$ cat src/rtl/keyspace_gen.sv
`default_nettype none
// ============================================================================
// keyspace_gen : enumerates one partition of a fixed-prefix character keyspace
// Revision     : 1.0
// ============================================================================
module keyspace_gen #(
  parameter int                            KEY_BITS = 128,
  parameter int                            N_CHARS  = 6,
  parameter logic [7:0]                    CHAR_LO  = 8'h41,
  parameter logic [7:0]                    CHAR_HI  = 8'h7A,
  parameter logic [KEY_BITS-8*N_CHARS-1:0] PREFIX   = 80'h68756c6b206973207468,
  parameter int                            INDEX    = 0,
  parameter int                            TOTAL    = 1,
  parameter int                            CNT_W    = 32
) (
  input  logic                clk,
  input  logic                rst,
  input  logic                start,
  input  logic                abort,
  output logic [KEY_BITS-1:0] key,
  output logic                key_valid,
  input  logic                key_ready,
  output logic                done,
  output logic [CNT_W-1:0]    keys_issued
);

  localparam int R  = int'(CHAR_HI) - int'(CHAR_LO) + 1;
  localparam int DW = 8 * N_CHARS;

  // INDEX expressed as mixed-radix digits, evaluated at elaboration.
  function automatic logic [DW-1:0] index_digits();
    logic [63:0]   v;
    logic [DW-1:0] d;
    v = 64'(INDEX);
    d = '0;
    for (int i = 0; i < N_CHARS; i++) begin
      d[i*8 +: 8] = CHAR_LO + 8'(v % 64'(R));
      v           = v / 64'(R);
    end
    return d;
  endfunction

  function automatic logic partition_empty();
    logic [63:0] v;
    v = 64'(INDEX);
    for (int i = 0; i < N_CHARS; i++) begin
      v = v / 64'(R);
    end
    return (INDEX >= TOTAL) || (v != 64'd0);
  endfunction

  // Adds TOTAL (<= R, so at most one carry) to d[0] and ripples the carry up.
  // Bit DW of the result is the carry out of the top digit.
  function automatic logic [DW:0] advance(input logic [DW-1:0] d);
    logic [DW-1:0] n;
    logic [8:0]    off;
    logic          c;
    n   = d;
    off = {1'b0, d[7:0]} - {1'b0, CHAR_LO} + 9'(TOTAL);
    if (off >= 9'(R)) begin
      n[7:0] = 8'(off - 9'(R)) + CHAR_LO;
      c      = 1'b1;
    end else begin
      n[7:0] = 8'(off) + CHAR_LO;
      c      = 1'b0;
    end
    for (int i = 1; i < N_CHARS; i++) begin
      if (c) begin
        if (d[i*8 +: 8] == CHAR_HI) begin
          n[i*8 +: 8] = CHAR_LO;
        end else begin
          n[i*8 +: 8] = d[i*8 +: 8] + 8'd1;
          c           = 1'b0;
        end
      end
    end
    return {c, n};
  endfunction

  localparam logic [DW-1:0] INIT_DIGITS = index_digits();
  localparam logic          EMPTY       = partition_empty();

  typedef enum logic [1:0] {
    S_IDLE = 2'd0,
    S_RUN  = 2'd1,
    S_DONE = 2'd2
  } state_t;

  state_t            state_q, state_d;
  logic [DW-1:0]     digits_q, digits_d;
  logic [CNT_W-1:0]  keys_issued_q, keys_issued_d;
  logic [DW:0]       adv;
  logic              xfer;

  always_ff @(posedge clk or posedge rst) begin
    if (rst) begin
      state_q       <= S_IDLE;
      digits_q      <= {N_CHARS{CHAR_LO}};
      keys_issued_q <= '0;
    end else begin
      state_q       <= state_d;
      digits_q      <= digits_d;
      keys_issued_q <= keys_issued_d;
    end
  end

  always_comb begin
    state_d       = state_q;
    digits_d      = digits_q;
    keys_issued_d = keys_issued_q;
    adv           = advance(digits_q);
    xfer          = (state_q == S_RUN) && key_ready;

    // A wrapped value is never loaded, so the last real key stays on the bus.
    if (xfer) begin
      keys_issued_d = keys_issued_q + CNT_W'(1);
      if (adv[DW]) begin
        state_d = S_DONE;
      end else begin
        digits_d = adv[DW-1:0];
      end
    end

    if (abort) begin
      if (state_q != S_IDLE) begin
        state_d = S_IDLE;
      end
    end else if (start && (state_q != S_RUN)) begin
      digits_d      = INIT_DIGITS;
      keys_issued_d = '0;
      state_d       = EMPTY ? S_DONE : S_RUN;
    end
  end

  assign key         = {PREFIX, digits_q};
  assign key_valid   = (state_q == S_RUN);
  assign done        = (state_q == S_DONE);
  assign keys_issued = keys_issued_q;

endmodule
`default_nettype wire

$ cat config.mk
export PLATFORM = sky130hd
export DESIGN_NAME = keyspace_gen
export DESIGN_NICKNAME = d
export VERILOG_FILES = /design/src/rtl/keyspace_gen.sv
export SDC_FILE = /design/constraint.sdc
export NUM_CORES = 1
export LEC_CHECK = 0
export CAP_MARGIN = 20
export CORE_MARGIN = 2
export CORE_UTILIZATION = 35
export CTS_BUF_LIST = sky130_fd_sc_hd__clkbuf_2 sky130_fd_sc_hd__clkbuf_4 sky130_fd_sc_hd__clkbuf_8
export DETAILED_ROUTE_END_ITERATION = 10
export SLEW_MARGIN = 20
export SYNTH_ARGS = -nofsm -noshare
export SYNTH_HDL_FRONTEND = slang
export SYNTH_SLANG_ARGS = --single-unit
$ cat constraint.sdc
create_clock -name clk -period 3.65 [get_ports clk]
set_clock_uncertainty 0.15 [all_clocks]
set_input_delay 0.73 -clock clk [delete_from_list [all_inputs] [get_ports clk]]
set_output_delay 0.73 -clock clk [all_outputs]
set_load 0.01 [all_outputs]
Yosys cells after proc, flatten, opt, wreduce, memory -nomap -nowiden

Cells that the tools add are included.

Bits of input ports: 5
Bits in registers: 82
Logic and storage cells: 60

Reduce and logical (&&, ||, !) cells: 3
Magnitude comparators: 1
Add/sub/neg operators: 11
Multiplexer cells: 34
Equality and inequality tests: 8

Operators by type and width:

| cell                                                                                 | count |
|---|---|
| 48-bit two-way mux                                                                   | 4 |
| 32-bit two-way mux                                                                   | 3 |
| 8-bit two-way mux                                                                    | 11 |
| 8-bit by 1-bit adder with 8-bit output (second input constant)                       | 5 |
| 8-bit by 7-bit equality test with 1-bit output (second input constant)               | 5 |
| 32-bit by 1-bit adder with 32-bit output (second input constant)                     | 1 |
| 8-bit by 7-bit adder with 8-bit output (second input constant)                       | 2 |
| 1-bit two-way mux                                                                    | 11 |
| 2-bit two-way mux                                                                    | 5 |
| 9-bit by 1-bit adder with 9-bit output (second input constant)                       | 1 |
| 9-bit by 6-bit greater-or-equal comparator with 1-bit output (second input constant) | 1 |
| 8-bit by 7-bit subtractor with 9-bit output (second input constant)                  | 1 |
| 8-bit by 6-bit subtractor with 8-bit output (second input constant)                  | 1 |
| 2-bit by 1-bit equality test with 1-bit output (second input constant)               | 1 |
| 2-bit equality test (second input constant)                                          | 1 |
| 1-bit logical AND                                                                    | 2 |
| 2-bit by 1-bit inequality test with 1-bit output (second input constant)             | 1 |
| 2-bit nonzero test                                                                   | 1 |

Depth between registers and ports, before layout

Gate-level depths: netlist of the first run.

Depth after elaboration: 13
Mapped depth: 9
Mapped depth without buffers: 8

Worst setup path after synthesis of the first run

No wires, ideal clock.

Path type: reg-to-reg
Start: register digits_q[6]
End: register digits_q[37]
Path buffers: 1
Arrival: 2,574 ps
Clock period less this slack: 2,842 ps
Cell stages (with the launch flop): 10
Slack: 808 ps
Cells stage by stage: dfstp_2 -> inv_1 -> ha_1 -> or3b_1 -> a211o_1 -> a2111oi_4 -> buf_4 -> a21oi_2 -> o21bai_1 -> a21o_1

Cells in the longest elaborated chain, start to end: 13
Elaborated cells on any way between the ends: 14

RTL lines:

| element                                                        | line | RTL |
|---|---|---|
| from (decl)                                                    | 90   | `logic [DW-1:0] digits_q, digits_d;` |
| from (signal assigned)                                         | 98   | `digits_q <= {N_CHARS{CHAR_LO}};` |
| from (signal assigned)                                         | 102  | `digits_q <= digits_d;` |
| 8-bit by 7-bit subtractor with 9-bit output *                  | 59   | `off = {1'b0, d[7:0]} - {1'b0, CHAR_LO} + 9'(TOTAL);` |
| 9-bit by 1-bit adder with 9-bit output *                       | 59   |  |
| 9-bit by 6-bit greater-or-equal comparator with 1-bit output * | 60   | `if (off >= 9'(R)) begin` |
| 1-bit two-way mux *                                            | 60   |  |
| 1-bit two-way mux * (3 in a row)                               | 68   | `if (c) begin` |
| 1-bit two-way mux (2 in a row)                                 | 68   |  |
| 48-bit two-way mux *                                           | 117  | `if (adv[DW]) begin` |
| 48-bit two-way mux *                                           | 115  | `if (xfer) begin` |
| 48-bit two-way mux                                             | 128  | `end else if (start && (state_q != S_RUN)) begin` |
| 48-bit two-way mux *                                           | 124  | `if (abort) begin` |
| via digits_d[37]                                               | 90   |  |

The timed path passes the listed nets; every way through them passes the cells marked *.

Worst setup path in the final report of the first run

Start: register digits_q[6]
End: register digits_q[47]

Cells in the longest elaborated chain, start to end: 13
Elaborated cells on any way between the ends: 14

RTL lines:

| element                                                        | line |
|---|---|
| 8-bit by 7-bit subtractor with 9-bit output *                  | 59 |
| 9-bit by 1-bit adder with 9-bit output *                       | 59 |
| 9-bit by 6-bit greater-or-equal comparator with 1-bit output * | 60 |
| 1-bit two-way mux *                                            | 60 |
| 1-bit two-way mux * (4 in a row)                               | 68 |
| 8-bit two-way mux / 1-bit two-way mux (equally long branches)  | 68 |
| 48-bit two-way mux *                                           | 117 |
| 48-bit two-way mux *                                           | 115 |
| 48-bit two-way mux                                             | 128 |
| 48-bit two-way mux *                                           | 124 |
| via digits_d[47]                                               | 90 |

Marks and branches as above.

==> impl_metrics.yaml, run 1 <==
placement:
  dpl_cell_area_sq_um: 5954
  gp_congestion: 0.8269
  dpl.cell_count: 838
  dp_hpwl_mm: 8.633
  port_buffers: 86
drt:
  vias: 4180
  post_drt_wl_per_cell_um: 14.01
  drtPass1Iterations: 6
  drc: 0
  viasPerCell: 4.895
  drtIter0Drc: 256
  drtAntennaViolNets: 0
  wl_mm: 11.96
floorplanning:
  fp.coreArea_sq_um: 14420
  ios: 167
  rows: 44
  die_width_um: 125.1
  start_util: 0.3557
  die_h_um: 125.1
  die_area_sq_um: 15650
power:
  sw_frac_of_total: 0.3223
  ir_drop_v: 0.0001508
  netSwitchingPower_uw: 715.3
  internal-power_uw: 1504
  pwr-share-seq: 0.475
  p_comb_frac: 0.226
  powerDensity_nw_per_um2: 361.3
  power_leakage_uw: 0.002758
  clockPowerShare: 0.299
worst_setup_path:
  required_ns: 3.81
  worst-r2r-setup-slack_ns: 0.58
  critPathArrivalTime_ns: 3.22
  critPathKind: "reg2reg"
  path_buf_inv: 1
  cp_cell_sequence: "inv_1, ha_1, or3b_1, a211o_1, a2111oi_4, nand3_2, or3_1, a21oi_1"
  crit_slowest_cell: "dfstp_2"
  end_kind: "flop"
  cp_max_fo: 5
  crit_family: "compound AO/OA/AOI/OAI gates"
  startpoint_type: "flop"
  cpPeakStageDelay_ns: 0.58
cts:
  clock_latency_ns: 0.38
  cts_sinks: 82
  htreeDepth: 3
  cts_tree: "yes"
  cts_root_buffer: "clkbuf_8"
  clkTransAtPathRegs_ns: 0.09
  post_cts_buffers: 0
  cts_hold_buffers: 0
  clk_path_buf_depth: 2
  post_cts_resized: 0
  cts-buffers-inserted: 9
synthesis:
  synth_top_area_share: 0.3414
  avgSynthCellArea_sq_um: 8.971
  yosys.area.top_type: "dfrtp_1"
  synthTopCellsByArea: "dfrtp_1 (34%), buf_4 (12%), dfstp_2 (6.1%), xor2_1 (5.3%), nand2_1 (4.2%)"
  ys_seq_elements: 82
  synth_ff_type: "dfrtp_1"
  synth.most_common_cell: "buf_4"
  yosys-top-cells-count: "buf_4 (82), dfrtp_1 (70), nand2_1 (57), nor2_1 (53), nand3_1 (32)"
  synthArstFlopShare: 1.000
  synth-warning-count: 0
  synth-edff-count: 0
  yosysSeqAreaShare: 0.4028
  syn-cell-area_sq_um: 5131
  synth.distinct_cells: 54
  syn_inst: 572
finish:
  num_antenna_cells: 0
  layout-drive-gt1-share: 0.07313
  final_area_sq_um: 6143
  seqCellArea_sq_um: 2067
  multi_input_area_sq_um: 2648
  fin_nets: 686
  fillCellCount: 1456
  area_delta_synth_final_pct: 19.73
  finalNonFillerCells: 854
timing:
  finalHoldViolCount: 0
  drv_slew: 0
  max_slew.worst_pin.slew_ns: 0.9171
  rsz0062_at_grt: "no"
  setup_tns_ns: 0
  setup_viol: 0
  finalCritPeriodShare: 0.8398
  relSlewSlack: 0.3886
  fin_crit_ns: 3.065
  max_freq_ghz: 0.3262
global_route:
  antenna_found_initial: 0
  grt_pass1_vias: 3990
  grt_max_degree: 83
  grt_usage: 0.1563
  grt_pass1_wl_mm: 20.18
  overflow: 0
outcome:
  status: "completed"
run:
  maxCapViolations: 0
hold_path:
  min_path_type: "reg2reg"
[placed cells by master (no fill, tap or decap), drive strengths merged, types with 16 or more instances in the layout]
cell type	instances
a21oi	31
clkdlybuf4s50	86
conb	80
dfrtp	70
ha	16
nand2	57
nand3	33
nand4	20
nor2	53
o21ai	24
xor2	31
[kinds of logic after synthesis]
logic type / count (synthesis) / share of synthesized area
and+or+nand+nor: 233 / 0.2309
buffers and inverters: 108 / 0.1392
AOI/OAI and AO/OA: 85 / 0.1068
DFF: 82 / 0.4028
xor gates and xnor gates: 41 / 0.06998
adders and majority gates: 16 / 0.03901
muxes: 5 / 0.009754
other: 2 / 0.001464
[sequential cells by signal, summed over array words and instances (netlist names)]
register	count
state_q	2
digits_q	48
keys_issued	32
[power by group through the flow]
stage | clock network (uW) | logic, uW | registers [uW]
after floorplan | 0 | 359 | 1080
after global placement | 0 | 489 | 1070
after detailed placement | 0 | 501 | 1070
after CTS | 688 | 503 | 1060
after global routing | 720 | 559 | 1070
final | 664 | 501 | 1060
[layout make-up]
type,instances,area share
multi-input combinational,460,0.4310
inverter,16,0.009980
sequential,82,0.3365
timing repair buffer,96,0.1544
clock inverter,6,0.009369
tap,184,0.03747
clock buffer,10,0.02138
[per-layer routing]
metal / track usage / wire [um] / vias to the layer above
met5: 0 / 0 / -
met3: 0.04493 / 747 / 16
met2: 0.2497 / 5629 / 147
met4: 0.05621 / 213 / 0
li1: - / - / 2005
met1: 0.2028 / 5374 / 2012
[path summary, 6_finish.rpt]
check | start | depth (start not counted) | end
min in group asynchronous | rst | 3 | keys_issued[20]
max | digits_q[6] | 8 | digits_q[47]
max reg2reg | digits_q[6] | 8 | digits_q[47]
min reg2reg | digits_q[5] | 1 | digits_q[5]
max in group asynchronous | rst | 3 | digits_q[24]
min | digits_q[5] | 1 | digits_q[5]
[metrics by stage]
| stage | util | hold slack [ns] | power (uW) | setup slack [ns] |
|---|---|---|---|---|
| 4_1_cts | 0.4259 | 0.3877 | 2246 | 0.5712 |
| 5_1_grt | 0.4259 | 0.4192 | 2345 | 0.3993 |
| 3_3_place_gp | 0.4128 | 0.3696 | 1556 | 0.6219 |
| 6_report | 0.4259 | 0.3878 | 2219 | 0.5847 |
| 3_5_place_dp | 0.4128 | 0.3757 | 1573 | 0.5509 |
| 2_1_floorplan | - | 0.3721 | 1434 | 0.6814 |
(Power assumes the default switching activity.)
==> inputs of run 2 (changes only) <==
PLACE_DENSITY = 0.66   (was unset)
clock period = 2.6 ns   (was 3.65 ns; I/O delays follow)
==> run 2 against run 1 <==
Register-to-register slack got worse by 0.71 ns; count of clock-buffer cells in the layout increased by 2; clock power increased by 63%; worst setup slack got worse by 0.71 ns; wire length increased by 11%; the flow now finishes with violations (setup timing); largest cell class unchanged.
==> impl_metrics.yaml, run 2 (synthesis gave the netlist of run 1 again) <==
global_route:
  antenna_found_initial: 0
  grt_pass1_vias: 4403
  overflow: 0
  grt_max_degree: 83
  grt_usage: 0.1658
  grt_pass1_wl_mm: 21.20
floorplanning:
  fp.coreArea_sq_um: 14420
  rows: 44
  die_area_sq_um: 15650
  ios: 167
  die_h_um: 125.1
  die_width_um: 125.1
  start_util: 0.3557
timing:
  setup_viol: 22
  max_freq_ghz: 0.3673
  relSlewSlack: 0.6675
  fin_crit_ns: 2.722
  finalCritPeriodShare: 1.047
  finalHoldViolCount: 0
  rsz0062_at_grt: "yes"
  layout_setup_ws_ns: -0.1223
  drv_slew: 0
  max_slew.worst_pin.slew_ns: 0.4949
power:
  power_leakage_uw: 0.003223
  finalPower_uw: 3564
  powerDensity_nw_per_um2: 503.6
  ir_drop_v: 0.0002371
cts:
  cts-buffers-inserted: 9
  clock_latency_ns: 0.38
  htreeDepth: 3
  cts_hold_buffers: 0
  cts_root_buffer: "clkbuf_8"
  cts_sinks: 82
  clk_path_buf_depth: 2
  cts_tree: "yes"
  clkTransAtPathRegs_ns: 0.09
drt:
  drtAntennaViolNets: 0
  post_drt_wl_per_cell_um: 14.37
  drtIter0Drc: 179
  viasPerCell: 4.905
  wl_mm: 13.32
  drc: 0
  vias: 4547
  drtPass1Iterations: 4
hold_path:
  min_to: "digits_q[5]"
  worstHoldPathCells: 1
  min_path_type: "reg2reg"
  min_from: "digits_q[5]"
worst_setup_path:
  startpoint_type: "flop"
  critPathArrivalTime_ns: 2.89
  r2r-end: "digits_q[47]"
  crit_slowest_cell: "dfstp_2"
  worst-r2r-setup-slack_ns: -0.12
  cp_cell_sequence: "inv_2, ha_4, or3b_4, a211o_4, a2111oi_4, buf_4, nand3_2, or3_1, a21oi_1"
  cp_max_fo: 2
  r2r_start: "digits_q[6]"
  critPathKind: "reg2reg"
  required_ns: 2.77
  end_kind: "flop"
  r2r.worst_path.cells: 9
  cpPeakStageDelay_ns: 0.54
run:
  maxCapViolations: 0
finish:
  layout_common_cells: "clkdlybuf4s50_1 (86), conb_1 (80), dfrtp_1 (70), buf_4 (66), nor2_1 (51)"
  largest-register: "digits_q"
  fillCellCount: 1398
  layout-drive-gt1-share: 0.2288
  mostFrequentLayoutCell: "clkdlybuf4s50_1"
  largest_register_ffs: 48
  final_area_sq_um: 7076
  num_antenna_cells: 0
  area_delta_synth_final_pct: 37.89
  fin_nets: 759
outcome:
  status: "finished, violations left"
  violations: "setup timing"
placement:
  gp_congestion: 0.8475
  dp_hpwl_mm: 9.276
  port_buffers: 86
  pre_cts_ws_ns: -0.2360
  dpl_cell_area_sq_um: 6439
## run 2: cell types whose count changed in the layout (fill, tap and decap cells not counted), sizes merged
cell	previous run	this run
buf	10	83
bufinv	1	2
clkbuf	10	12
clkinvlp	1	2
clkinv	5	1
## run 2: critical path, delay by kind of cell (launching register included)
family	cells	cell delay, ns
AND/OR/NAND/NOR	3	0.75
AO/OA/AOI/OAI	3	0.83
flip-flops	1	0.54
adder cells (fa/ha/maj)	1	0.14
buffers and inverters	2	0.24
## run 2: where the power goes
part	switching, uW	internal, uW
Sequential	69.7	1360
Combinational	565	492
Clock	490	591
## run 2: metal layers
metal / wire [um] / track usage / vias to the layer above
li1: - / - / 2157
met1: 5579 / 0.2062 / 2216
met2: 6850 / 0.2836 / 152
met3: 667 / 0.03723 / 22
met4: 225 / 0.05882 / 0
met5: 0 / 0 / -
## run 2: per-stage QoR
step,hold WS (ns),util,cells,TNS [ns]
after floorplan,0.3721,-,650,-1.193
after global placement,0.3710,0.4464,893,-2.140
after detailed placement,0.3959,0.4464,893,-3.563
after CTS,0.4147,0.4712,917,-1.564
after global routing,0.4318,0.4905,927,-4.745
final,0.4043,0.4905,927,-1.078
## run 2: what timing repair did
item | 4_1_cts | 5_1_grt
gates resized for setup | 22 | 53
endpoints found under the setup margin | 30 | 48
buffers inserted | 7 | 10
gates cloned | 1 | 0
pin swaps | 23 | 20
## run 2: how the worst max path moves through the flow
stage                            from            to  slack, ns  cells past startpoint
final                     digits_q[6]  digits_q[47]      -0.12                      9
after global routing      digits_q[6]  digits_q[20]      -0.23                     10
after CTS                 digits_q[6]  digits_q[37]      -0.13                      9
after detailed placement    key_ready  digits_q[34]      -0.24                      8
after global placement      key_ready  digits_q[36]      -0.19                      8
after floorplan           digits_q[6]  digits_q[37]      -0.19                      9
## run 2: final cells by class
class	count	area (sq um)	area share
repair buffers	169	1574	0.2225
well taps	184	230.2	0.03254
inverters	16	63.81	0.009019
multi-input cells	460	2912	0.4115
flip-flops and latches	82	2067	0.2921
clock inverters	4	76.32	0.01079
clock buffers	12	152.6	0.02157
==> inputs of run 3 (changes only) <==
CAP_MARGIN = 10   (was 20)
PLACE_DENSITY = unset   (was 0.66)
clock period = 3.3 ns   (was 2.6 ns; I/O delays follow)
==> run 3 against run 2 <==
The flow now finishes without violations; die area stayed put; wire length is 8.1% lower; hold slack worse by 0.019 ns; non-clock buffer count is 69 lower; global-route usage is 0.81 points lower; sequential share of layout area is 4.1 points higher; via count is 8.5% lower.
==> impl_metrics.yaml, run 3 (synthesis gave the netlist of run 1 again) <==
worst_setup_path:
  end_kind: "flop"
  path_buf_inv: 1
  cpPeakStageDelay_ns: 0.57
  crit_family: "compound AO/OA/AOI/OAI gates"
  crit_slowest_cell: "dfstp_2"
  critPathArrivalTime_ns: 3.19
  required_ns: 3.46
  cp_max_fo: 5
  critPathKind: "reg2reg"
  cp_cell_sequence: "inv_1, ha_1, or3b_1, a211o_1, a2111oi_4, nand3_2, or3_1, a21oi_1"
  startpoint_type: "flop"
timing:
  rsz0062_at_grt: "no"
  fin_crit_ns: 3.030
  finalCritPeriodShare: 0.9183
  setup_tns_ns: 0
  finalHoldViolCount: 0
  drv_slew: 0
  relSlewSlack: 0.4078
  max_slew.worst_pin.slew_ns: 0.8883
  setup_viol: 0
  max_freq_ghz: 0.3300
drt:
  drc: 0
  post_drt_wl_per_cell_um: 14.26
  viasPerCell: 4.848
  vias: 4160
  drtPass1Iterations: 5
  drtIter0Drc: 213
  wl_mm: 12.24
  drtAntennaViolNets: 0
placement:
  dpl.cell_count: 842
  dp_hpwl_mm: 8.933
  port_buffers: 86
  gp_congestion: 0.8580
global_route:
  grt_usage: 0.1577
  grt_pass1_wl_mm: 20.18
  grt_max_degree: 53
  antenna_found_initial: 0
  overflow: 0
  grt_pass1_vias: 3992
power:
  pwr-share-seq: 0.462
  internal-power_uw: 1742
  sw_frac_of_total: 0.3112
  powerDensity_nw_per_um2: 407.9
  power_leakage_uw: 0.002789
  clockPowerShare: 0.321
  p_comb_frac: 0.217
  netSwitchingPower_uw: 786.9
  ir_drop_v: 0.0002753
finish:
  largest_register_ffs: 48
  area_delta_synth_final_pct: 20.80
  num_antenna_cells: 0
  finalNonFillerCells: 858
  layout-drive-gt1-share: 0.07864
  largest-register: "digits_q"
  mostFrequentLayoutCell: "clkdlybuf4s50_1"
  layout_common_cells: "clkdlybuf4s50_1 (86), conb_1 (80), dfrtp_1 (70), nand2_1 (57), nor2_1 (53)"
  fin_nets: 690
floorplanning:
  die_h_um: 125.1
  rows: 44
  start_util: 0.3557
  die_width_um: 125.1
  ios: 167
  die_area_sq_um: 15650
  fp.coreArea_sq_um: 14420
cts:
  post_cts_buffers: 0
  cts-buffers-inserted: 9
  clkTransAtPathRegs_ns: 0.08
  cts_sinks: 82
  cts_tree: "yes"
  cts_hold_buffers: 0
  post_cts_resized: 0
  clk_path_buf_depth: 2
  clock_latency_ns: 0.38
  cts_root_buffer: "clkbuf_8"
  htreeDepth: 3
run:
  maxCapViolations: 0
hold_path:
  min_path_type: "reg2reg"
outcome:
  status: "completed"
==> run 3: stage by stage <==
step	worst slack (ns)	utilization	cell area (sq um)	total power [uW]	hold WS (ns)
after floorplan	0.4014	-	5424	1586	0.3721
after global placement	0.3121	0.4149	5984	1721	0.3735
after detailed placement	0.2691	0.4149	5984	1739	0.3768
after CTS	0.2512	0.4297	6198	2559	0.3883
after global routing	0.1174	0.4297	6198	2669	0.4127
final	0.2696	0.4297	6198	2528	0.3852
==> run 3: per-layer routing <==
| metal | wire length (um) | GRT usage | vias up | part of all wire |
|---|---|---|---|---|
| li1 | - | - | 2016 | - |
| met1 | 5594 | 0.2098 | 2020 | 0.46 |
| met2 | 5920 | 0.2590 | 110 | 0.48 |
| met3 | 546 | 0.03380 | 14 | 0.045 |
| met4 | 177 | 0.04706 | 0 | 0.014 |
| met5 | 0 | 0 | - | 0 |
==> run 3: worst paths after layout <==
check | slack (ns) | cells after the start | end | from
max | 0.27 | 8 | digits_q[47] | digits_q[6]
min | 0.39 | 1 | digits_q[5] | digits_q[5]
max reg2reg | 0.27 | 8 | digits_q[47] | digits_q[6]
min reg2reg | 0.39 | 1 | digits_q[5] | digits_q[5]
max in group asynchronous | 1.77 | 3 | digits_q[22] | rst
min in group asynchronous | 0.50 | 2 | keys_issued[18] | rst
==> run 3: power groups by stage <==
stage               combinational (uW)  sequential, uW  clock [uW]
floorplan                          397            1190           0
global placement                   540            1180           0
detailed placement                 552            1190           0
CTS                                555            1170         836
global route                       607            1180         877
finish                             550            1170         811
==> run 3: cell type report <==
cell class | count | area [sq um]
Fill cell | 1449 | 8225
Multi-Input combinational cell | 460 | 2648
Sequential cell | 82 | 2067
Timing Repair Buffer | 100 | 978.4
Tap cell | 184 | 230.2
Clock buffer | 10 | 131.4
Clock inverter | 6 | 82.58
Inverter | 16 | 61.31
==> run 3: worst reg2reg max path, cell delays in order, from the launching register on <==
cell,delay (ns)
dfstp_2,0.57
inv_1,0.08
ha_1,0.20
or3b_1,0.38
a211o_1,0.43
a2111oi_4,0.48
nand3_2,0.16
or3_1,0.37
a21oi_1,0.14
